**src/rtl/sprite_draw_ctrl_if.sv**
```systemverilog
// Plot-side bundle between the drawing sequencer and its host / VGA path.
// Ports:
//   go, screen, clear, xInitSel, yInitSel, memorySel : host -> sequencer request
//   memorySelOut, romAddr, x, y, plot, black, busy, done : sequencer -> ROM / VGA / host
// Modports: slave = sequencer side, master = host side.
interface sprite_draw_ctrl_if #(
  parameter int unsigned ADDR_W = 15
);
  logic              go;
  logic              screen;
  logic              clear;
  logic [3:0]        xInitSel;
  logic [1:0]        yInitSel;
  logic [4:0]        memorySel;
  logic [4:0]        memorySelOut;
  logic [ADDR_W-1:0] romAddr;
  logic [7:0]        x;
  logic [6:0]        y;
  logic              plot;
  logic              black;
  logic              busy;
  logic              done;

  modport slave (
    input  go, screen, clear, xInitSel, yInitSel, memorySel,
    output memorySelOut, romAddr, x, y, plot, black, busy, done
  );

  modport master (
    output go, screen, clear, xInitSel, yInitSel, memorySel,
    input  memorySelOut, romAddr, x, y, plot, black, busy, done
  );
endinterface

```
**src/rtl/sprite_draw_ctrl.sv**
```systemverilog
// Drawing sequencer: sweeps a sprite- or screen-sized rectangle in raster
// order, issues one linear ROM address per cycle and delivers x/y/plot
// ROM_LAT cycles later so they meet the synchronous ROM colour.
// Ports:
//   clk   : clock, rising edge
//   reset : synchronous, active-high
//   bus   : sprite_draw_ctrl_if.slave (request in, ROM address / plot out)
module sprite_draw_ctrl #(
  parameter int unsigned SPRITE_W = 40,
  parameter int unsigned SPRITE_H = 40,
  parameter int unsigned SCREEN_W = 160,
  parameter int unsigned SCREEN_H = 120,
  parameter int unsigned ROM_LAT  = 1,
  parameter int unsigned ADDR_W   = 15
) (
  input  logic               clk,
  input  logic               reset,
  sprite_draw_ctrl_if.slave  bus
);
  localparam int unsigned X_W    = 8;
  localparam int unsigned Y_W    = 7;
  localparam int unsigned FCNT_W = 2;

  typedef enum logic [2:0] {IDLE, LOAD, DRAW, FLUSH, DONE} state_t;

  state_t              state_q, state_d;
  logic                issue, last_pix, clear_now;
  logic                full_q, clear_q;
  logic [3:0]          xsel_q;
  logic [1:0]          ysel_q;
  logic [4:0]          msel_q;
  logic [X_W-1:0]      xinit_q, lastx_q, dx_q;
  logic [Y_W-1:0]      yinit_q, lasty_q, dy_q;
  logic [ADDR_W-1:0]   addr_q;
  logic [FCNT_W-1:0]   fcnt_q;
  logic                busy_q, done_q, black_q;
  logic                pv_q [ROM_LAT];
  logic [X_W-1:0]      px_q [ROM_LAT];
  logic [Y_W-1:0]      py_q [ROM_LAT];

  // Battle-position column table.
  function automatic logic [X_W-1:0] xinit_of(input logic [3:0] sel);
    case (sel)
      4'd1:    xinit_of = 8'd36;
      4'd2:    xinit_of = 8'd30;
      4'd3:    xinit_of = 8'd24;
      4'd4:    xinit_of = 8'd18;
      4'd5:    xinit_of = 8'd12;
      4'd6:    xinit_of = 8'd6;
      4'd8:    xinit_of = 8'd90;
      4'd9:    xinit_of = 8'd96;
      4'd10:   xinit_of = 8'd102;
      4'd11:   xinit_of = 8'd108;
      4'd12:   xinit_of = 8'd114;
      4'd13:   xinit_of = 8'd120;
      default: xinit_of = 8'd0;
    endcase
  endfunction

  // Next-state decode.
  always_comb begin
    state_d   = state_q;
    issue     = 1'b0;
    last_pix  = (dx_q == lastx_q) && (dy_q == lasty_q);
    clear_now = (state_q == IDLE) ? bus.clear : clear_q;
    case (state_q)
      IDLE:  if (bus.go) state_d = LOAD;
      LOAD:  state_d = DRAW;
      DRAW: begin
        issue = 1'b1;
        if (last_pix) state_d = FLUSH;
      end
      FLUSH: if (fcnt_q == FCNT_W'(ROM_LAT - 1)) state_d = DONE;
      DONE:  state_d = IDLE;
      default: state_d = IDLE;
    endcase
  end

  // State, counters and alignment pipeline.
  always_ff @(posedge clk) begin
    if (reset) begin
      state_q <= IDLE;
      full_q  <= 1'b0;
      clear_q <= 1'b0;
      xsel_q  <= '0;
      ysel_q  <= '0;
      msel_q  <= '0;
      xinit_q <= '0;
      yinit_q <= '0;
      lastx_q <= '0;
      lasty_q <= '0;
      dx_q    <= '0;
      dy_q    <= '0;
      addr_q  <= '0;
      fcnt_q  <= '0;
      busy_q  <= 1'b0;
      done_q  <= 1'b0;
      black_q <= 1'b0;
      for (int i = 0; i < ROM_LAT; i++) begin
        pv_q[i] <= 1'b0;
        px_q[i] <= '0;
        py_q[i] <= '0;
      end
    end else begin
      state_q <= state_d;
      busy_q  <= (state_d != IDLE);
      done_q  <= (state_d == DONE);
      black_q <= (state_d != IDLE) && clear_now;

      if (state_q == IDLE && bus.go) begin
        full_q  <= bus.screen | bus.clear;
        clear_q <= bus.clear;
        xsel_q  <= bus.xInitSel;
        ysel_q  <= bus.yInitSel;
        msel_q  <= bus.memorySel;
      end

      case (state_q)
        LOAD: begin
          xinit_q <= full_q ? '0 : xinit_of(xsel_q);
          yinit_q <= (!full_q && ysel_q == 2'b01) ? 7'd30 : '0;
          lastx_q <= full_q ? X_W'(SCREEN_W - 1) : X_W'(SPRITE_W - 1);
          lasty_q <= full_q ? Y_W'(SCREEN_H - 1) : Y_W'(SPRITE_H - 1);
          dx_q    <= '0;
          dy_q    <= '0;
          addr_q  <= '0;
          fcnt_q  <= '0;
        end
        DRAW: begin
          // Raster order makes dy*W+dx a plain running count; hold on the last pixel.
          if (!last_pix) begin
            addr_q <= addr_q + ADDR_W'(1);
            if (dx_q == lastx_q) begin
              dx_q <= '0;
              dy_q <= dy_q + Y_W'(1);
            end else begin
              dx_q <= dx_q + X_W'(1);
            end
          end
        end
        FLUSH: fcnt_q <= fcnt_q + FCNT_W'(1);
        default: ;
      endcase

      // Coordinates only move with a valid token so x/y hold between plots.
      pv_q[0] <= issue;
      if (issue) begin
        px_q[0] <= xinit_q + dx_q;
        py_q[0] <= yinit_q + dy_q;
      end
      for (int i = 1; i < ROM_LAT; i++) begin
        pv_q[i] <= pv_q[i-1];
        if (pv_q[i-1]) begin
          px_q[i] <= px_q[i-1];
          py_q[i] <= py_q[i-1];
        end
      end
    end
  end

  assign bus.memorySelOut = msel_q;
  assign bus.romAddr      = addr_q;
  assign bus.x            = px_q[ROM_LAT-1];
  assign bus.y            = py_q[ROM_LAT-1];
  assign bus.plot         = pv_q[ROM_LAT-1];
  assign bus.black        = black_q;
  assign bus.busy         = busy_q;
  assign bus.done         = done_q;
endmodule

```
**src/flat_wrapper.sv**
```systemverilog
// flat-port wrapper written by rule: the top's interface ports become plain ports
module sprite_draw_ctrl_flat 
#(
  parameter int unsigned SPRITE_W = 40,
  parameter int unsigned SPRITE_H = 40,
  parameter int unsigned SCREEN_W = 160,
  parameter int unsigned SCREEN_H = 120,
  parameter int unsigned ROM_LAT  = 1,
  parameter int unsigned ADDR_W   = 15
)
  (clk, reset, bus_go, bus_screen, bus_clear, bus_xInitSel, bus_yInitSel, bus_memorySel, bus_memorySelOut, bus_romAddr, bus_x, bus_y, bus_plot, bus_black, bus_busy, bus_done);
  sprite_draw_ctrl_if #(.ADDR_W(ADDR_W)) bus_i ();
  input  logic clk;
  input  logic reset;
  input wire logic [$bits(bus_i.go)-1:0] bus_go;
  input wire logic [$bits(bus_i.screen)-1:0] bus_screen;
  input wire logic [$bits(bus_i.clear)-1:0] bus_clear;
  input wire logic [$bits(bus_i.xInitSel)-1:0] bus_xInitSel;
  input wire logic [$bits(bus_i.yInitSel)-1:0] bus_yInitSel;
  input wire logic [$bits(bus_i.memorySel)-1:0] bus_memorySel;
  output wire logic [$bits(bus_i.memorySelOut)-1:0] bus_memorySelOut;
  output wire logic [$bits(bus_i.romAddr)-1:0] bus_romAddr;
  output wire logic [$bits(bus_i.x)-1:0] bus_x;
  output wire logic [$bits(bus_i.y)-1:0] bus_y;
  output wire logic [$bits(bus_i.plot)-1:0] bus_plot;
  output wire logic [$bits(bus_i.black)-1:0] bus_black;
  output wire logic [$bits(bus_i.busy)-1:0] bus_busy;
  output wire logic [$bits(bus_i.done)-1:0] bus_done;
  assign bus_i.go = bus_go;
  assign bus_i.screen = bus_screen;
  assign bus_i.clear = bus_clear;
  assign bus_i.xInitSel = bus_xInitSel;
  assign bus_i.yInitSel = bus_yInitSel;
  assign bus_i.memorySel = bus_memorySel;
  assign bus_memorySelOut = bus_i.memorySelOut;
  assign bus_romAddr = bus_i.romAddr;
  assign bus_x = bus_i.x;
  assign bus_y = bus_i.y;
  assign bus_plot = bus_i.plot;
  assign bus_black = bus_i.black;
  assign bus_busy = bus_i.busy;
  assign bus_done = bus_i.done;
  sprite_draw_ctrl #(.SPRITE_W(SPRITE_W), .SPRITE_H(SPRITE_H), .SCREEN_W(SCREEN_W), .SCREEN_H(SCREEN_H), .ROM_LAT(ROM_LAT), .ADDR_W(ADDR_W)) u_core (.clk(clk), .reset(reset), .bus(bus_i));
endmodule
```
**config.mk**
```make
export PLATFORM = sky130hd
export DESIGN_NAME = sprite_draw_ctrl_flat
export DESIGN_NICKNAME = d
export VERILOG_FILES = /design/src/rtl/sprite_draw_ctrl_if.sv /design/src/rtl/sprite_draw_ctrl.sv /design/src/flat_wrapper.sv
export SDC_FILE = /design/constraint.sdc
export NUM_CORES = 1
export LEC_CHECK = 0
export ABC_AREA = 0
export ABC_CLOCK_PERIOD_IN_PS = 4700
export BUFFER_PORTS_ARGS = -buffer_cell sky130_fd_sc_hd__buf_2
export CORE_MARGIN = 3
export CORE_UTILIZATION = 25
export DETAILED_ROUTE_END_ITERATION = 8
export GPL_TIMING_DRIVEN = 0
export SYNTH_ARGS = -nofsm -noshare
export SYNTH_HDL_FRONTEND = slang
export SYNTH_SLANG_ARGS = --single-unit
```
**constraint.sdc**
```tcl
create_clock -name clk -period 4.7 [get_ports clk]
set_input_delay 0 -clock clk [delete_from_list [all_inputs] [get_ports clk]]
set_output_delay 0 -clock clk [all_outputs]
set_load 0.01 [all_outputs]
```
==> results of run 1 <==
[worst max path at each step]
| stage | from | to | slack, ps | cells after the start |
|---|---|---|---|---|
| global placement | u_core.state_q[1] | flip-flop | 2030 | 8 |
| CTS | u_core.state_q[1] | flip-flop | 1920 | 8 |
| detailed placement | u_core.state_q[1] | flip-flop | 1930 | 8 |
| finish | u_core.state_q[1] | flip-flop | 1940 | 8 |
| global route | u_core.state_q[1] | flip-flop | 1620 | 8 |
| floorplan | u_core.state_q[1] | flip-flop | 2400 | 8 |
[cells by family (layout without fill, tap and decap cells)]
group                    after synthesis  after routing
AO/OA/AOI/OAI                         71             71
XOR/XNOR                              29             29
adder cells (fa/ha/maj)               20             20
buffers and inverters                 41            121
flip-flops                            83             83
multiplexers                           5              5
AND/OR/NAND/NOR                      191            191
[layout make-up]
| type | instances | area, um^2 |
|---|---|---|
| Clock inverter | 7 | 116 |
| Inverter | 21 | 78.8 |
| Timing Repair Buffer | 64 | 375 |
| Multi-Input combinational cell | 316 | 1990 |
| Sequential cell | 83 | 1810 |
| Clock buffer | 9 | 225 |
| Fill cell | 1564 | 10400 |
| Tap cell | 211 | 264 |
| Buffer | 20 | 100 |
[layout by cell type (no fill, tap or decap), types with 4 or more instances in the layout]
cell type,instances
sky130_fd_sc_hd__a21o_1,4
sky130_fd_sc_hd__a21oi_1,36
sky130_fd_sc_hd__o21ai_0,9
sky130_fd_sc_hd__buf_2,55
sky130_fd_sc_hd__nor3_1,23
sky130_fd_sc_hd__xor2_1,8
sky130_fd_sc_hd__edfxtp_1,15
sky130_fd_sc_hd__nand4_1,4
sky130_fd_sc_hd__ha_1,18
sky130_fd_sc_hd__inv_1,21
sky130_fd_sc_hd__nor2b_1,7
sky130_fd_sc_hd__nand2b_1,4
sky130_fd_sc_hd__or3_1,5
sky130_fd_sc_hd__nor2_1,53
sky130_fd_sc_hd__nor4_1,5
sky130_fd_sc_hd__nand3b_1,6
sky130_fd_sc_hd__nand2_1,51
sky130_fd_sc_hd__dlygate4sd3_1,11
sky130_fd_sc_hd__xnor2_1,13
sky130_fd_sc_hd__xnor2_2,8
sky130_fd_sc_hd__and2_1,6
sky130_fd_sc_hd__dfxtp_1,68
sky130_fd_sc_hd__clkbuf_16,9
sky130_fd_sc_hd__clkbuf_1,11
sky130_fd_sc_hd__nand3_1,12
sky130_fd_sc_hd__nor3b_1,4
sky130_fd_sc_hd__mux2i_1,5
sky130_fd_sc_hd__buf_1,4
[where the power goes]
group	switching (mW)	total (mW)	leakage, nW	internal [mW]
logic	0.160	0.257	1.04	0.0976
clock network	0.280	0.797	0.165	0.517
registers	0.0236	0.791	0.710	0.767
total	0.463	1.85	1.92	1.38
[state kept, by name, indices dropped and copies added, names as in the netlist, 2 cells and up, named ones only]
| name | count |
|---|---|
| u_core.dy_q | 7 |
| u_core.xinit_q | 6 |
| u_core.state_q | 3 |
| u_core.px_q | 8 |
| u_core.dx_q | 8 |
| u_core.bus.memorySelOut | 5 |
| u_core.lastx_q | 3 |
| u_core.fcnt_q | 2 |
| u_core.bus.romAddr | 15 |
| u_core.ysel_q | 2 |
| u_core.py_q | 7 |
| u_core.xsel_q | 4 |
[critical path: cells and delay by family, from the launching register on]
kind	cells	cell delay, ps
compound gates	2	470
fa+ha+maj	1	320
buf+inv	2	370
flops	1	320
mux	1	150
simple gates	2	1000
[layer usage]
layer	vias to the layer above	routed length (um)	global-route usage, %
li1	1653	-	-
met1	1535	4200	13.6
met2	75	4320	17.6
met3	4	455	3.51
met4	0	42	2.77
met5	-	0	0
==> run_summary.xml, run 1 <==
<?xml version="1.0" encoding="UTF-8"?>
<metrics>
  <group name="timing">
    <metric name="period_minus_slack" unit="ps">2760</metric>
    <metric name="setup_violations" unit="">0</metric>
    <metric name="fin_worst_skew" unit="ps">5.46</metric>
    <metric name="maxSlewHeadroom" unit="%">40.9</metric>
    <metric name="setup_tns" unit="ps">0</metric>
    <metric name="timing.final.max_slew_violations" unit="">0</metric>
    <metric name="tightestPinTransition" unit="ps">874</metric>
    <metric name="rsz0062_at_grt" unit="">false</metric>
    <metric name="final.setup.worst_slack" unit="ps">1940</metric>
    <metric name="hold_viol_final" unit="">0</metric>
    <metric name="fin_worst_hold_slack" unit="ps">38.7</metric>
    <metric name="timing.final.crit_share" unit="%">58.8</metric>
    <metric name="max_freq" unit="MHz">362</metric>
  </group>
  <group name="cells_and_area">
    <metric name="areaGrowthSynthToFinish" unit="%">24.6</metric>
    <metric name="antenna_cells" unit="">0</metric>
    <metric name="num-nets-final" unit="">551</metric>
    <metric name="layout-drive-gt1-share" unit="%">16.9</metric>
    <metric name="final_cells" unit="">731</metric>
    <metric name="finalCoreUtilization" unit="%">32.3</metric>
    <metric name="final_area" unit="um^2">4960</metric>
  </group>
  <group name="cts">
    <metric name="post_cts.repair.setup_buffers" unit="">0</metric>
    <metric name="cts_num_sinks" unit="">83</metric>
    <metric name="tritoncts.num_buffers" unit="">9</metric>
    <metric name="cts_htree_levels" unit="">3</metric>
    <metric name="cts.hold.buffers_added" unit="">11</metric>
    <metric name="tritoncts_clock_tree" unit="">yes</metric>
    <metric name="post_cts_resize_count" unit="">0</metric>
    <metric name="cts_root_buffer" unit="">sky130_fd_sc_hd__clkbuf_16</metric>
    <metric name="clock_transition_at_the_registers_of_the_reported_paths" unit="ps">60</metric>
    <metric name="insertion_delay_to_the_later_sink_of_the_worst_skew_pair" unit="ps">340</metric>
    <metric name="cts.path.max_buffers" unit="">2</metric>
  </group>
  <group name="worst_setup_path">
    <metric name="ff2ff_setup_slack" unit="ps">1940</metric>
    <metric name="critPathRequiredTime" unit="ps">4910</metric>
    <metric name="cells_along_the_critical_path" unit="">clkbuf_1 -&gt; nor4b_1 -&gt; nand2_1 -&gt; a21oi_2 -&gt; inv_1 -&gt; ha_1 -&gt; mux2i_1 -&gt; o21ai_0</metric>
    <metric name="timing.critical_path.slowest_stage_cell" unit="">sky130_fd_sc_hd__nor4b_1</metric>
    <metric name="worst-endpoint-arrival" unit="ps">2970</metric>
    <metric name="timing.critical_path.fanout_max" unit="">10</metric>
    <metric name="critical_path.startpoint_type" unit="">flip-flop</metric>
    <metric name="reg2regPathDepth" unit="">8</metric>
    <metric name="timing.setup.critical_path_class" unit="">reg -&gt; reg</metric>
    <metric name="setup.worst_path.end_class" unit="">flip-flop</metric>
    <metric name="r2r-start" unit="">u_core.state_q[1]</metric>
    <metric name="cp_slowest_stage_delay" unit="ps">820</metric>
  </group>
  <group name="outcome">
    <metric name="result_of_the_run" unit="">finished, final reports clean</metric>
  </group>
  <group name="logic_synthesis">
    <metric name="synth_enable_flop_cells" unit="">15</metric>
    <metric name="yosysUniqueCellTypes" unit="">50</metric>
    <metric name="yosysWarningCount" unit="">0</metric>
    <metric name="synthSimpleGateAreaFrac" unit="%">23.1</metric>
    <metric name="adder_and_majority_gate_portion_of_the_synthesized_area" unit="%">6.66</metric>
    <metric name="share_of_the_synthesized_area_in_the_top_cell_type" unit="%">34.2</metric>
    <metric name="synth.yosys.seq_area_share" unit="%">45.5</metric>
    <metric name="synthXorXnorAreaFrac" unit="%">7.89</metric>
    <metric name="synth-compound-area-share" unit="%">11.1</metric>
    <metric name="ys_ff_latch" unit="">83</metric>
    <metric name="synth_nets" unit="">476</metric>
    <metric name="netlist_top_cells_area" unit="">sky130_fd_sc_hd__dfxtp_1, sky130_fd_sc_hd__edfxtp_1, sky130_fd_sc_hd__ha_1, sky130_fd_sc_hd__nor2_1, sky130_fd_sc_hd__nand2_1</metric>
    <metric name="synth_top_cell_by_area" unit="">sky130_fd_sc_hd__dfxtp_1</metric>
    <metric name="synth.cell_area" unit="um^2">3980</metric>
    <metric name="synthesis.instances" unit="">440</metric>
    <metric name="synthMuxAreaShare" unit="%">1.26</metric>
    <metric name="postSynthAreaPerCell" unit="um^2">9.05</metric>
    <metric name="synth_flop_cell" unit="">sky130_fd_sc_hd__dfxtp_1</metric>
    <metric name="main_combinational_cell_family_by_area_after_synthesis" unit="">simple AND/OR/NAND/NOR gates</metric>
    <metric name="share_of_synthesized_registers_carrying_an_async_set_or_reset" unit="%">0</metric>
    <metric name="leading_post_synthesis_cells_by_instance_count" unit="">sky130_fd_sc_hd__dfxtp_1, sky130_fd_sc_hd__nor2_1, sky130_fd_sc_hd__nand2_1, sky130_fd_sc_hd__a21oi_1, sky130_fd_sc_hd__nor3_1</metric>
    <metric name="library_cell_with_the_highest_instance_count_after_synthesis" unit="">sky130_fd_sc_hd__dfxtp_1</metric>
  </group>
  <group name="placed_design">
    <metric name="post_place_worst_slack" unit="ps">1930</metric>
    <metric name="numPlacedInstances" unit="">704</metric>
    <metric name="input_output_buffers" unit="">53</metric>
    <metric name="detailedPlacementHpwl" unit="mm">6.74</metric>
    <metric name="gp_congestion" unit="">0.842</metric>
    <metric name="place_area" unit="um^2">4510</metric>
  </group>
  <group name="drt">
    <metric name="route.detailed.wl_per_inst" unit="um">12.3</metric>
    <metric name="detail_route.wirelength" unit="mm">9.02</metric>
    <metric name="drtAntennaViolNets" unit="">0</metric>
    <metric name="drc_violations_left" unit="">0</metric>
    <metric name="via_cell_ratio" unit="">4.47</metric>
    <metric name="drt_pre_antenna_iters" unit="">4</metric>
    <metric name="detailroute.via_count" unit="">3267</metric>
    <metric name="drtIter0Drc" unit="">188</metric>
  </group>
  <group name="global_route">
    <metric name="largest_net_degree_at_the_start_of_global_routing" unit="">16</metric>
    <metric name="grt_remaining_overflow" unit="">0</metric>
    <metric name="global_route.usage.total" unit="%">10.7</metric>
    <metric name="grt_pass1_vias" unit="">3203</metric>
    <metric name="antenna_found_initial" unit="">0</metric>
    <metric name="grt_pass1_wl" unit="mm">15.3</metric>
  </group>
  <group name="pwr">
    <metric name="ir_worst_vdd" unit="mV">0.247</metric>
    <metric name="pwr_density_cell" unit="nW/um^2">372</metric>
    <metric name="power.leakage" unit="nW">1.92</metric>
    <metric name="total_power" unit="mW">1.85</metric>
  </group>
  <group name="min_path">
    <metric name="hp-start" unit="">bus_xInitSel[2]</metric>
    <metric name="worst_hold_depth" unit="">3</metric>
    <metric name="worst_min_delay_path_endpoint" unit="">u_core.xsel_q[2]</metric>
    <metric name="worstHoldPathType" unit="">in -&gt; reg</metric>
  </group>
  <group name="die">
    <metric name="chipHeight" unit="um">132</metric>
    <metric name="area_inside_the_core_boundary" unit="um^2">15400</metric>
    <metric name="die_w" unit="um">132</metric>
    <metric name="floorplan.io_pins" unit="">55</metric>
    <metric name="placementRows" unit="">45</metric>
    <metric name="floorplan.die_area" unit="um^2">17500</metric>
    <metric name="floorplan.initialDensity" unit="%">25.9</metric>
  </group>
  <group name="job">
    <metric name="cap_viol_max_count" unit="">0</metric>
  </group>
</metrics>
Note: power is estimated with default switching activity, not from simulation.
==> run 2: changes to the inputs <==
--- a/config.mk
+++ b/config.mk
@@ -5,8 +5,8 @@
 export SDC_FILE = /design/constraint.sdc
 export NUM_CORES = 1
 export LEC_CHECK = 0
-export ABC_AREA = 0
-export ABC_CLOCK_PERIOD_IN_PS = 4700
+export ABC_AREA = 1
+export ABC_CLOCK_PERIOD_IN_PS = 2900
 export BUFFER_PORTS_ARGS = -buffer_cell sky130_fd_sc_hd__buf_2
 export CORE_MARGIN = 3
 export CORE_UTILIZATION = 25
==> constraint.sdc (replaced) <==
create_clock -name clk -period 2.9 [get_ports clk]
set_input_delay 0 -clock clk [delete_from_list [all_inputs] [get_ports clk]]
set_output_delay 0 -clock clk [all_outputs]
set_load 0.01 [all_outputs]
==> run 2 against run 1 <==
  * First-iteration DRC count grew 18%
  * Critical path depth shrank 3
  * Via count increased by 20%
  * Count of clock-buffer cells in the layout increased by 3
  * Combinational power grew 87%
  * Highest routed layer unchanged
==> run_summary.xml, run 2 <==
<?xml version="1.0" encoding="UTF-8"?>
<metrics>
  <group name="drt">
    <metric name="drtIter0Drc" unit="">221</metric>
    <metric name="drc_violations_left" unit="">0</metric>
    <metric name="via_cell_ratio" unit="">4.42</metric>
    <metric name="drt_pre_antenna_iters" unit="">4</metric>
    <metric name="detail_route.wirelength" unit="mm">11.0</metric>
    <metric name="route.detailed.wl_per_inst" unit="um">12.4</metric>
    <metric name="detailroute.via_count" unit="">3926</metric>
    <metric name="drtAntennaViolNets" unit="">0</metric>
  </group>
  <group name="timing">
    <metric name="hold_viol_final" unit="">0</metric>
    <metric name="setup_tns" unit="ps">0</metric>
    <metric name="tightestPinTransition" unit="ps">709</metric>
    <metric name="max_freq" unit="MHz">430</metric>
    <metric name="rsz0062_at_grt" unit="">false</metric>
    <metric name="maxSlewHeadroom" unit="%">52.7</metric>
    <metric name="timing.final.max_slew_violations" unit="">0</metric>
    <metric name="fin_worst_skew" unit="ps">8.02</metric>
    <metric name="timing.final.crit_share" unit="%">80.2</metric>
    <metric name="fin_worst_hold_slack" unit="ps">89.4</metric>
    <metric name="period_minus_slack" unit="ps">2320</metric>
    <metric name="setup_violations" unit="">0</metric>
  </group>
  <group name="cts">
    <metric name="cts.path.max_buffers" unit="">2</metric>
    <metric name="tritoncts_clock_tree" unit="">yes</metric>
    <metric name="clock_transition_at_the_registers_of_the_reported_paths" unit="ps">60</metric>
    <metric name="insertion_delay_to_the_later_sink_of_the_worst_skew_pair" unit="ps">340</metric>
    <metric name="cts_num_sinks" unit="">83</metric>
    <metric name="cts_htree_levels" unit="">3</metric>
    <metric name="cts_root_buffer" unit="">sky130_fd_sc_hd__clkbuf_16</metric>
    <metric name="post_cts.repair.setup_buffers" unit="">0</metric>
    <metric name="tritoncts.num_buffers" unit="">9</metric>
  </group>
  <group name="placed_design">
    <metric name="detailedPlacementHpwl" unit="mm">7.94</metric>
    <metric name="gp_congestion" unit="">0.810</metric>
    <metric name="input_output_buffers" unit="">54</metric>
    <metric name="numPlacedInstances" unit="">862</metric>
  </group>
  <group name="die">
    <metric name="area_inside_the_core_boundary" unit="um^2">16900</metric>
    <metric name="floorplan.io_pins" unit="">55</metric>
    <metric name="die_w" unit="um">139</metric>
    <metric name="placementRows" unit="">47</metric>
    <metric name="chipHeight" unit="um">139</metric>
    <metric name="floorplan.initialDensity" unit="%">26.1</metric>
    <metric name="floorplan.die_area" unit="um^2">19300</metric>
  </group>
  <group name="cells_and_area">
    <metric name="areaGrowthSynthToFinish" unit="%">21.0</metric>
    <metric name="layout-drive-gt1-share" unit="%">17.9</metric>
    <metric name="most_common_library_cell_in_the_layout_ignoring_fill_and_taps" unit="">sky130_fd_sc_hd__nand2_1</metric>
    <metric name="flip_flop_count_of_the_largest_register_after_layout" unit="">15</metric>
    <metric name="num-nets-final" unit="">700</metric>
    <metric name="antenna_cells" unit="">0</metric>
    <metric name="final_cells" unit="">889</metric>
    <metric name="layout_common_cells" unit="">sky130_fd_sc_hd__nand2_1, sky130_fd_sc_hd__dfxtp_1, sky130_fd_sc_hd__inv_1, sky130_fd_sc_hd__nor2_1, sky130_fd_sc_hd__buf_2</metric>
    <metric name="num-fill-cells" unit="">1849</metric>
  </group>
  <group name="worst_setup_path">
    <metric name="critPathRequiredTime" unit="ps">2820</metric>
    <metric name="cp_slowest_stage_delay" unit="ps">580</metric>
    <metric name="r2r-start" unit="">u_core.state_q[0]</metric>
    <metric name="crit_path_start" unit="">u_core.state_q[0]</metric>
    <metric name="timing.critical_path.fanout_max" unit="">15</metric>
    <metric name="critical_path.startpoint_type" unit="">flip-flop</metric>
    <metric name="cells_along_the_critical_path" unit="">inv_2 -&gt; nand3_2 -&gt; buf_2 -&gt; clkbuf_1 -&gt; nand2_1</metric>
    <metric name="timing.critical_path.slowest_stage_cell" unit="">sky130_fd_sc_hd__nand2_1</metric>
    <metric name="worst-endpoint-arrival" unit="ps">2250</metric>
    <metric name="timing.setup.critical_path_class" unit="">reg -&gt; reg</metric>
    <metric name="setup.worst_path.end_class" unit="">flip-flop</metric>
  </group>
  <group name="logic_synthesis">
    <metric name="yosysWarningCount" unit="">0</metric>
    <metric name="synth.yosys.seq_area_share" unit="%">41.1</metric>
    <metric name="synthesis.instances" unit="">588</metric>
    <metric name="synth.cell_area" unit="um^2">4410</metric>
    <metric name="library_cell_with_the_highest_instance_count_after_synthesis" unit="">sky130_fd_sc_hd__nand2_1</metric>
    <metric name="leading_post_synthesis_cells_by_instance_count" unit="">sky130_fd_sc_hd__nand2_1, sky130_fd_sc_hd__dfxtp_1, sky130_fd_sc_hd__inv_1, sky130_fd_sc_hd__nor2_1, sky130_fd_sc_hd__a21oi_1</metric>
    <metric name="synth_enable_flop_cells" unit="">15</metric>
    <metric name="yosysUniqueCellTypes" unit="">43</metric>
    <metric name="ys_ff_latch" unit="">83</metric>
    <metric name="synth_flop_cell" unit="">sky130_fd_sc_hd__dfxtp_1</metric>
    <metric name="share_of_synthesized_registers_carrying_an_async_set_or_reset" unit="%">0</metric>
    <metric name="netlist_top_cells_area" unit="">sky130_fd_sc_hd__dfxtp_1, sky130_fd_sc_hd__nand2_1, sky130_fd_sc_hd__edfxtp_1, sky130_fd_sc_hd__a21oi_1, sky130_fd_sc_hd__inv_1</metric>
    <metric name="synth_nets" unit="">624</metric>
    <metric name="share_of_the_synthesized_area_in_the_top_cell_type" unit="%">30.8</metric>
    <metric name="postSynthAreaPerCell" unit="um^2">7.51</metric>
    <metric name="synth_top_cell_by_area" unit="">sky130_fd_sc_hd__dfxtp_1</metric>
  </group>
  <group name="min_path">
    <metric name="worstHoldPathType" unit="">in -&gt; reg</metric>
    <metric name="hp-start" unit="">reset</metric>
  </group>
  <group name="pwr">
    <metric name="combinational_power_share" unit="%">16.9</metric>
    <metric name="cell_internal_pwr" unit="mW">2.02</metric>
    <metric name="ir_worst_vdd" unit="mV">0.278</metric>
    <metric name="sequentialPowerShare" unit="%">45.8</metric>
    <metric name="pwr_density_cell" unit="nW/um^2">530</metric>
    <metric name="switching_share" unit="%">28.6</metric>
    <metric name="power.leakage" unit="nW">2.21</metric>
    <metric name="p_switching" unit="mW">0.809</metric>
    <metric name="total_power" unit="mW">2.83</metric>
    <metric name="pwr-share-clk" unit="%">37.3</metric>
  </group>
  <group name="global_route">
    <metric name="grt_pass1_wl" unit="mm">18.7</metric>
    <metric name="largest_net_degree_at_the_start_of_global_routing" unit="">16</metric>
    <metric name="grt_remaining_overflow" unit="">0</metric>
    <metric name="antenna_found_initial" unit="">0</metric>
    <metric name="global_route.usage.total" unit="%">11.8</metric>
    <metric name="grt_pass1_vias" unit="">3775</metric>
  </group>
  <group name="outcome">
    <metric name="result_of_the_run" unit="">finished, final reports clean</metric>
  </group>
  <group name="job">
    <metric name="cap_viol_max_count" unit="">0</metric>
  </group>
</metrics>
==> run 2: changes by cell type after synthesis, sizes merged, moves of 15 or more <==
| cell | before | now |
|---|---|---|
| nand2 | 51 | 159 |
| inv | 21 | 70 |
| nand3 | 12 | 38 |
| a21oi | 38 | 63 |
| xnor2 | 21 | 3 |
| nor3 | 23 | 8 |
==> run 2: final timing paths <==
kind,endpoint,slack [ps],depth (start not counted)
worst max-delay path,u_core.px_q[0][1],580,5
worst max register to register,u_core.px_q[0][1],580,5
worst min-delay path,u_core.bus.memorySelOut[0],90,4
worst min register to register,u_core.xinit_q[1],440,2
==> run 2: power by group through the flow <==
stage / Clock [mW] / Sequential (mW) / Combinational [mW]
floorplan: 0 / 1.33 / 0.322
global placement: 0 / 1.32 / 0.470
detailed placement: 0 / 1.32 / 0.471
CTS: 1.09 / 1.30 / 0.486
global route: 1.14 / 1.31 / 0.552
finish: 1.06 / 1.30 / 0.480
==> run 2: what timing repair did <==
action	in CTS	in global routing
gates resized for setup	0	0
endpoints found under the hold margin	10	0
hold buffers	11	0
==> run 2: layout make-up <==
type	instances	area [um^2]	area share, %
Multi-Input combinational cell	417	2230	41.8
Clock buffer	12	246	4.62
Timing Repair Buffer	65	380	7.12
Buffer	17	104	1.95
Tap cell	220	275	5.16
Clock inverter	4	23.8	0.445
Sequential cell	83	1810	33.9
Inverter	71	267	4.99
==> run 2: logic make-up (layout without fill, tap and decap cells) <==
logic type	after synthesis	count (layout)	share of synthesized area (%)
buffers and inverters	88	169	8.39
AO/OA/AOI/OAI	95	95	12.6
AND/OR/NAND/NOR	289	289	29.4
flip-flops	83	83	41.1
XOR/XNOR	13	13	2.58
adder cells (fa/ha/maj)	20	20	6.01
==> run 2: worst max-delay path, delay by kind of cell (launching register included) <==
family	cells	cell delay, ps
buffers and inverters	3	820
flip-flops	1	400
AND/OR/NAND/NOR	2	670
==> run 2: metal layers <==
| layer | track usage (%) | wire, um | up-vias |
|---|---|---|---|
| li1 | - | - | 2071 |
| met1 | 16.5 | 5620 | 1771 |
| met2 | 17.7 | 4710 | 73 |
| met3 | 3.48 | 534 | 11 |
| met4 | 3.66 | 132 | 0 |
| met5 | 0 | 0 | - |
==> run 2: stage by stage <==
| stage | util, % | setup slack [ps] | area [um^2] |
|---|---|---|---|
| global placement | 29.3 | 574 | 4960 |
| global route | 31.5 | 413 | 5340 |
| detailed placement | 29.3 | 560 | 4960 |
| floorplan | - | 1070 | 4410 |
| finish | 31.5 | 576 | 5340 |
| CTS | 31.5 | 547 | 5340 |
